### src/rtl/hex_display_sampler_pkg.sv
// rtl/hex_display_sampler_pkg.sv - shared constants and types for the hex display sampler
package hex_display_sampler_pkg;

  localparam int DEF_TICK_DIV    = 50000;
  localparam int DEF_DWELL_MS    = 2000;
  localparam int DEF_REFRESH_MS  = 250;
  localparam int DEF_DEBOUNCE_MS = 20;
  localparam int NUM_PAGES       = 4;
  localparam int PAGE_W          = 32;

  typedef logic [1:0]        page_idx_t;
  typedef logic [PAGE_W-1:0] page_word_t;

  // Counter width for a 0..limit-1 counter, never narrower than one bit.
  function automatic int cnt_w(input int limit);
    return (limit > 2) ? $clog2(limit) : 1;
  endfunction

endpackage

### src/rtl/hex_display_sampler_key_debounce.sv
// rtl/hex_display_sampler_key_debounce.sv - key synchronizer, tick-based debounce and press event
module key_debounce
  import hex_display_sampler_pkg::*;
#(
  parameter int DEBOUNCE_MS = DEF_DEBOUNCE_MS
) (
  input  logic clk,
  input  logic rst,
  input  logic tick,
  input  logic key_n,
  output logic press
);

  localparam int            W    = cnt_w(DEBOUNCE_MS);
  localparam logic [W-1:0]  LAST = W'(DEBOUNCE_MS - 1);

  logic         sync1;
  logic         sync2;
  logic         state;
  logic [W-1:0] cnt;

  // Any return to the debounced level restarts the stability count.
  always_ff @(posedge clk) begin
    if (rst) begin
      sync1 <= 1'b1;
      sync2 <= 1'b1;
      state <= 1'b1;
      cnt   <= '0;
    end else begin
      sync1 <= key_n;
      sync2 <= sync1;
      if (sync2 == state) begin
        cnt <= '0;
      end else if (tick) begin
        if (cnt == LAST) begin
          state <= sync2;
          cnt   <= '0;
        end else begin
          cnt <= cnt + 1'b1;
        end
      end
    end
  end

  assign press = tick && state && !sync2 && (cnt == LAST);

endmodule

### src/rtl/hex_display_sampler.sv
// rtl/hex_display_sampler.sv - rotating, periodically resampled page feeder for the hex indicator
module hex_display_sampler
  import hex_display_sampler_pkg::*;
#(
  parameter int TICK_DIV    = DEF_TICK_DIV,
  parameter int DWELL_MS    = DEF_DWELL_MS,
  parameter int REFRESH_MS  = DEF_REFRESH_MS,
  parameter int DEBOUNCE_MS = DEF_DEBOUNCE_MS
) (
  input  logic                          clk,
  input  logic                          rst,
  input  logic [NUM_PAGES*PAGE_W-1:0]   page_data,
  input  logic [NUM_PAGES-1:0]          page_valid,
  input  logic                          key_next_n,
  input  logic                          key_hold_n,
  output logic [PAGE_W-1:0]             disp_value,
  output page_idx_t                     page_idx,
  output logic                          hold_active,
  output logic                          sample_strobe
);

  localparam int TW = cnt_w(TICK_DIV);
  localparam int DW = cnt_w(DWELL_MS);
  localparam int RW = cnt_w(REFRESH_MS);
  localparam logic [TW-1:0] TICK_LAST    = TW'(TICK_DIV - 1);
  localparam logic [DW-1:0] DWELL_LAST   = DW'(DWELL_MS - 1);
  localparam logic [RW-1:0] REFRESH_LAST = RW'(REFRESH_MS - 1);

  logic [TW-1:0] pre_cnt;
  logic [DW-1:0] dwell_cnt;
  logic [RW-1:0] refresh_cnt;
  logic          started;
  logic          tick;
  logic          next_press;
  logic          hold_press;
  logic          adv;
  logic          refresh;
  page_idx_t     search_start;
  logic [2:0]    found;
  page_word_t    pages [NUM_PAGES];

  // Returns {found, index} of the first valid page at or after start, circularly.
  function automatic logic [2:0] find_next(input logic [NUM_PAGES-1:0] valid,
                                           input page_idx_t start);
    logic [2:0] r;
    page_idx_t  k;
    r = '0;
    for (int i = NUM_PAGES - 1; i >= 0; i--) begin
      k = start + page_idx_t'(i);
      if (valid[k]) r = {1'b1, k};
    end
    return r;
  endfunction

  always_comb begin
    for (int k = 0; k < NUM_PAGES; k++) pages[k] = page_data[k*PAGE_W +: PAGE_W];
  end

  key_debounce #(.DEBOUNCE_MS(DEBOUNCE_MS)) u_key_next (
    .clk(clk), .rst(rst), .tick(tick), .key_n(key_next_n), .press(next_press)
  );

  key_debounce #(.DEBOUNCE_MS(DEBOUNCE_MS)) u_key_hold (
    .clk(clk), .rst(rst), .tick(tick), .key_n(key_hold_n), .press(hold_press)
  );

  // Before the first sample the search includes page 0 itself.
  assign tick         = (pre_cnt == TICK_LAST);
  assign search_start = started ? page_idx + 2'd1 : 2'd0;
  assign found        = find_next(page_valid, search_start);
  assign adv          = next_press || (tick && !started) ||
                        (tick && !hold_active && (dwell_cnt == DWELL_LAST));
  assign refresh      = tick && !hold_active && !adv && (refresh_cnt == REFRESH_LAST);

  always_ff @(posedge clk) begin
    if (rst) begin
      pre_cnt       <= '0;
      dwell_cnt     <= '0;
      refresh_cnt   <= '0;
      started       <= 1'b0;
      disp_value    <= '0;
      page_idx      <= '0;
      hold_active   <= 1'b0;
      sample_strobe <= 1'b0;
    end else begin
      pre_cnt       <= tick ? '0 : pre_cnt + 1'b1;
      sample_strobe <= adv || refresh;
      if (hold_press) hold_active <= !hold_active;
      if (adv) begin
        started     <= 1'b1;
        dwell_cnt   <= '0;
        refresh_cnt <= '0;
        if (found[2]) begin
          page_idx   <= found[1:0];
          disp_value <= pages[found[1:0]];
        end else begin
          disp_value <= '0;
        end
      end else if (refresh) begin
        refresh_cnt <= '0;
        dwell_cnt   <= dwell_cnt + 1'b1;
        disp_value  <= page_valid[page_idx] ? pages[page_idx] : '0;
      end else if (tick && !hold_active) begin
        dwell_cnt   <= dwell_cnt + 1'b1;
        refresh_cnt <= refresh_cnt + 1'b1;
      end
    end
  end

endmodule
### config.mk
export PLATFORM = sky130hd
export DESIGN_NAME = hex_display_sampler
export DESIGN_NICKNAME = d
export VERILOG_FILES = /design/src/rtl/hex_display_sampler_pkg.sv /design/src/rtl/hex_display_sampler_key_debounce.sv /design/src/rtl/hex_display_sampler.sv
export SDC_FILE = /design/constraint.sdc
export NUM_CORES = 1
export LEC_CHECK = 0
export BUFFER_PORTS_ARGS = -buffer_cell sky130_fd_sc_hd__buf_2
export CORE_MARGIN = 1.5
export CORE_UTILIZATION = 50
export DETAILED_ROUTE_END_ITERATION = 10
export GPL_ROUTABILITY_DRIVEN = 0
export GPL_TIMING_DRIVEN = 0
export PLACE_DENSITY_LB_ADDON = 0.12
export SLEW_MARGIN = 25
export SYNTH_ARGS = -nofsm -noshare
export SYNTH_HDL_FRONTEND = slang
export SYNTH_SLANG_ARGS = --single-unit
export TNS_END_PERCENT = 30
### constraint.sdc
create_clock -name clk -period 2.4 [get_ports clk]
set_input_delay 0.12 -clock clk [delete_from_list [all_inputs] [get_ports clk]]
set_output_delay 0.12 -clock clk [all_outputs]
set_load 0.005 [all_outputs]
Word-level counts from Yosys, hierarchy flattened
Index checks and enable logic that the tools add are counted.
Word-level totals
  register bits: 88
  bits of input ports: 136
  output and inout port bits: 36
  word-level logic and storage cells: 101
Cells by class
  add/subtract/negate cells: 9
  order comparisons: 7
  eq/ne operators: 7
  multiplexer cells: 29
  bitwise logic cells: 4
  reductions and logical operators: 29
Operators by type and width (number)
  two-way mux 32 bit: 8
  binary-select mux 32 bit (select 2 bit): 2
  two-way mux 11 bit: 2
  adder 16 x 1 -> 16 bit (second input constant): 1
  equality test 16 bit (second input constant): 1
  < comparator 2 x 3 -> 1 bit (second input constant): 5
  two-way mux 3 bit: 4
  adder 11 x 1 -> 11 bit (second input constant): 1
  equality test 11 bit (second input constant): 1
  logical AND 1 bit: 11
  adder 5 x 1 -> 5 bit (second input constant): 2
  binary-select mux 1 bit (select 2 bit): 5
  equality test 5 bit (second input constant): 2
  two-way mux 5 bit: 2
  adder 8 x 1 -> 8 bit (second input constant): 1
  equality test 8 bit (second input constant): 1
  OR reduction 2 bit: 4
  >= comparator 3 bit (second input constant): 2
  NOT 2 -> 3 bit: 2
  AND reduction 3 bit: 2
  logical NOT 1 bit: 5
  two-way mux 1 bit: 5
  adder 2 x 1 -> 2 bit (second input constant): 2
  adder 2 bit (second input constant): 2
  other kinds (7): 12

Logic depth before layout (Yosys ltp)
  word-level depth: 15
  gate-level depth with buffers: 10
  depth with buffers taken out: 8

Cells and area by module
From an unflattened synthesis, not the netlist that was laid out.
Unflattened totals
  cells, all modules: 623
  area total of the unflattened synthesis: 5698.0 um^2
Modules (own cells, without submodules)
  hex_display_sampler: times used 1, cells an instance 555, area an instance 4997.3 um^2, sequential area each 1441.4 um^2
  key_debounce: times used 2, cells an instance 34, area an instance 350.3 um^2, sequential area each 160.2 um^2

Worst setup path after synthesis
OpenSTA, ideal clock, no wires.
  path kind: register to register
  from: reg page_idx[1]
  to: reg disp_value[22]
  library setup time: 0.120 ns
  data arrival time: 2.022 ns
  required time: 2.280 ns
  setup slack: 0.258 ns
  cell stages (with the launch flop): 10
  buffers on the path: 3
  clock period less this slack: 2.142 ns
  path through: dfxtp_1 > buf_2 > nand4b_1 > o211ai_1 > a211oi_1 > buf_2 > buf_2 > mux2i_1 > nor2_1 > a211o_1
Between the ends
  cells in the longest elaborated chain, start to end: 15
  elaborated cells between the ends (all ways): 31
  classes of those cells: add/sub: 4; mux: 25; bitwise: 2
RTL lines
  from (decl): line hex_display_sampler.sv:17  | output page_idx_t page_idx,
  from (signal assigned): line hex_display_sampler.sv:94  | page_idx <= found[1:0];
  adder 2 x 1 -> 2 bit: line hex_display_sampler.sv:69  | assign search_start = started ? page_idx + 2'd1 : 2'd0;
  two-way mux 2 bit: line hex_display_sampler.sv:69
  adder 2 bit: line hex_display_sampler.sv:49  | k = start + page_idx_t'(i);
  binary-select mux 1 bit (select 2 bit): line hex_display_sampler.sv:50  | if (valid[k]) r = {1'b1, k};
  two-way mux 1 bit (implied by the code): line hex_display_sampler.sv:50
  two-way mux 3 bit (4 in series): line hex_display_sampler.sv:50
  NOT 2 -> 3 bit (implied by the code): line hex_display_sampler.sv:95  | disp_value <= pages[found[1:0]];
  binary-select mux 32 bit (select 2 bit): line hex_display_sampler.sv:95
  two-way mux 32 bit (implied by the code) (2 in series): line hex_display_sampler.sv:95
  two-way mux 32 bit: line hex_display_sampler.sv:93  | if (found[2]) begin
  two-way mux 32 bit *: line hex_display_sampler.sv:89  | if (adv) begin
  to (signal assigned): line hex_display_sampler.sv:95
  to (signal assigned): line hex_display_sampler.sv:102  | disp_value <= page_valid[page_idx] ? pages[page_idx] : '0;
  to (decl): line hex_display_sampler.sv:16  | output logic [PAGE_W-1:0] disp_value,
Every way passes the cells marked *; elsewhere a longest branch is shown, timed or not. The select of a mux whose other input is x is not followed.
A chain may end at the register's enable or synchronous reset.

Worst setup path in the final report
  from: reg hold_active
  to: reg disp_value[21]
Between the ends
  cells in the longest elaborated chain, start to end: 8
  elaborated cells between the ends (all ways): 9
  classes of those cells: mux: 1; reduce/logical: 8
RTL lines
  from (decl): line hex_display_sampler.sv:18  | output logic hold_active,
  from (signal assigned): line hex_display_sampler.sv:88  | if (hold_press) hold_active <= !hold_active;
  logical NOT 1 bit *: line hex_display_sampler.sv:72, hex_display_sampler.sv:73
  logical AND 1 bit *: line hex_display_sampler.sv:72, hex_display_sampler.sv:73
  logical AND 1 bit: line hex_display_sampler.sv:72  | (tick && !hold_active && (dwell_cnt == DWELL_LAST));
  logical OR 1 bit: line hex_display_sampler.sv:71  | assign adv = next_press || (tick && !started) ||
  logical NOT 1 bit: line hex_display_sampler.sv:73  | assign refresh = tick && !hold_active && !adv && (refresh_cnt == REFRESH_LAST);
  logical AND 1 bit (2 in series): line hex_display_sampler.sv:73
  nonzero test 2 bit (no source line)
Every way passes the cells marked *; elsewhere a longest branch is shown, timed or not.

==> summary.md <==
| Metric | Value |
|---|---|
| Status | `finished, final reports clean` |
| Fin crit period | `2280 ps` |
| Most common cell after layout, fill and taps aside | `buf_2` |
| Antenna violations before repair | `0` |
| CP max-delay cell | `nor2b_1` |
| Psw | `0.772 mW` |
| Final hold slack | `89.2 ps` |
| Via count | `5145` |
| Syn Area/Cell | `9.82 sq um` |
| Area grow syn2layout | `24.3%` |
| Final setup viols | `0` |
| First drt pass iteration count | `5` |
| Crit Path Class | `flip-flop to flip-flop` |
| Die area | `0.0116 sq mm` |
| Worst IR drop on VDD | `336 uV` |
| Worst slack, placed | `-234 ps` |
| PwrDens | `419 mW/mm^2` |
| Worst Tran Pin Value | `674 ps` |
| CTS tree | `done` |
| Clock network fraction of design power | `0.348` |
| Post-route setup slack | `119 ps` |
| Worst path required time | `2720 ps` |
| Share of cells above drive strength 1 | `0.356` |
| Clock insertion delay at the later pin of the skew report | `380 ps` |
| Final worst-path cycle share | `0.950` |
| DP HPWL | `11300 um` |
| Sinks on the clock net | `88` |
| Die W | `108 um` |
| Core area | `0.0107 sq mm` |
| Crit-path max FO | `10` |
| EDFF count, synth | `0` |
| # DRC | `0` |
| Clk buf depth | `2` |
| Clk pin slew, worst setup/hold paths | `90 ps` |
| CP Launch Type | `flip-flop` |
| CTS Buf Count | `9` |
| Critical path's top delay family | `simple AND/OR/NAND/NOR gates` |
| Clk_skew | `7.63 ps` |
| Grt ovf | `0` |
| Ys async rst share | `0` |
| Drt wl/cell | `16.8 um` |
| CP Capture Type | `flip-flop` |
| Initial DRC count | `226` |
| Final Max Tran Viols | `0` |
| Die H | `108 um` |
| Max-capacitance violation count | `0` |
| Cells along the critical path | `clkbuf_2 > and4b_1 > nand4_1 > a31o_2 > nor2b_1 > clkbuf_4 > o2bb2ai_1 > a211o_1` |
| ANT cells | `0` |
| Ports | `172` |
| Post-synthesis net count | `700` |
| Vias in the first global route | `5133` |
| Worst slew margin relative to its limit | `0.551` |
| Cell row count | `38` |
| Number of synthesized register bits | `88` |
| Sw frac | `0.270` |
| Initial Util | `0.510` |
| Fin. Hold Viols | `0` |
| Critical Path Max Stage Delay | `450 ps` |
| Hold Path Class | `input port to flip-flop` |
| Register share of total power | `0.515` |
| Fillers | `933` |
| Top-area cell type share of the netlist area | `0.321` |
| Fmax achieved | `438 MHz` |
| # port buffers | `171` |
| Combinational cell fraction of total power | `0.137` |
| Area leader, netlist | `dfxtp_1` |
| Area contributors post-synth | `dfxtp_1 32%, mux4_2 14%, mux2i_1 12%, nor2_1 6.0%, o2bb2ai_1 5.3%` |
| Sequential share of the synthesized area | `0.321` |
| Vias per cell | `5.79` |
| DR WL met2 | `7330 um` |
| DRT met1 WL | `6380 um` |
| Most frequent cells in the layout | `173 x buf_2, 87 x nor2_1, 86 x dfxtp_1` |
| First-pass GRT wire length | `23400 um` |
| Root Buffer | `clkbuf_8` |
| Post-Syn Area | `0.00548 sq mm` |
| Synthesized instance count | `558` |
| Post-Route WL | `15000 um` |
| Distinct cell type count after synthesis | `47` |
| CP Buf/Inv Count | `2` |
| RSZ-0062 raised after global routing | `false` |
| Antenna viol nets, final | `0` |
| Arrival time worst endpoint | `2610 ps` |
| Largest net degree at the start of global routing | `16` |
| H-tree level count | `3` |
| Ys Warns | `0` |
| Setup TNS | `0 ps` |
| Total power | `2.86 mW` |
| Primary FF master, synth | `dfxtp_1` |
| Top sig layer | `met4` |
| Net count, final | `886` |
| Int Pwr | `2.08 mW` |
| Global Route Usage Sum | `0.257` |
| Leakage | `3.01 nW` |
| Met3 WL | `802 um` |
## final timing paths
| path | start | end | slack (ps) | cells past startpoint |
|---|---|---|---|---|
| hold reg to reg | pre_cnt[0] | pre_cnt[0] | 420 | 1 |
| hold / removal | page_data[74] | disp_value[10] | 90 | 4 |
| setup reg to reg | hold_active | disp_value[21] | 120 | 8 |
| setup / recovery | hold_active | disp_value[21] | 120 | 8 |
## per-stage QoR
| step | area (sq um) | std cells | util |
|---|---|---|---|
| 6_report | 6810 | 889 | 0.634 |
| 5_1_grt | 6810 | 889 | 0.634 |
| 4_1_cts | 6760 | 887 | 0.629 |
| 3_5_place_dp | 6510 | 869 | 0.606 |
| 3_3_place_gp | 6510 | 869 | 0.606 |
| 2_1_floorplan | 5480 | 558 | - |
## synth_stat cells, types with 7 or more instances
master	n
xnor2_1	11
nor2_1	88
o2bb2ai_1	33
o21ai_0	8
dfxtp_1	88
a211o_1	32
nand2_1	27
nand4_1	14
nand3_1	9
xor2_1	23
mux2i_1	67
mux4_2	33
clkbuf_1	24
a21oi_1	11
nand2b_1	7
## tightest hold or removal path, cell delays in order
cell and delay (ps):
buf_2 90, mux2i_1 60, nor2_1 80, a211o_1 100
## per-layer routing
metal	vias to the layer above	GRT usage
met1	2486	0.311
met4	0	0.132
met3	34	0.0527
met2	163	0.430
met5	-	0
li1	2462	-
## area by class of cell
cell class                      count  area (sq um)  area share
Tap cell                          140           175      0.0257
Multi-Input combinational cell    427          3540       0.519
Timing Repair Buffer              177           906       0.133
Clock inverter                      6          43.8     0.00643
Clock buffer                       10           138      0.0202
Buffer                             37           231      0.0340
Inverter                            4          15.0     0.00220
Sequential cell                    88          1760       0.259
## flip-flops by register name, summed over array words and instances (netlist names)
name              cells
refresh_cnt           8
disp_value           32
started               1
pre_cnt              16
sample_strobe         1
u_key_hold.sync1      1
u_key_hold.cnt        5
hold_active           1
page_idx              2
u_key_next.sync2      1
u_key_hold.state      1
dwell_cnt            11
u_key_next.cnt        5
u_key_next.sync1      1
u_key_hold.sync2      1
u_key_next.state      1
## power groups by stage
stage	combinational, mW	sequential, mW	clock, mW
2_1_floorplan	0.198	1.50	0
3_3_place_gp	0.364	1.50	0
3_5_place_dp	0.375	1.50	0
4_1_cts	0.383	1.47	1.02
5_1_grt	0.422	1.47	1.08
6_report	0.393	1.47	0.993
## kinds of logic after synthesis
logic type      after synthesis  share of synthesized area
xor+xnor                     34                     0.0543
flops                        88                      0.321
simple gates                192                      0.177
fa+ha+maj                     6                     0.0137
compound gates               95                      0.137
buf+inv                      43                     0.0383
mux                         100                      0.258
## what timing repair did
action	4_1_cts	5_1_grt
hold buffers	2	0
resized for setup	21	12
setup endpoints to repair	31	37
pin swaps	0	1
buffers inserted	0	4
endpoints found under the hold margin	2	0
Note: power is estimated with default switching activity, not from simulation.
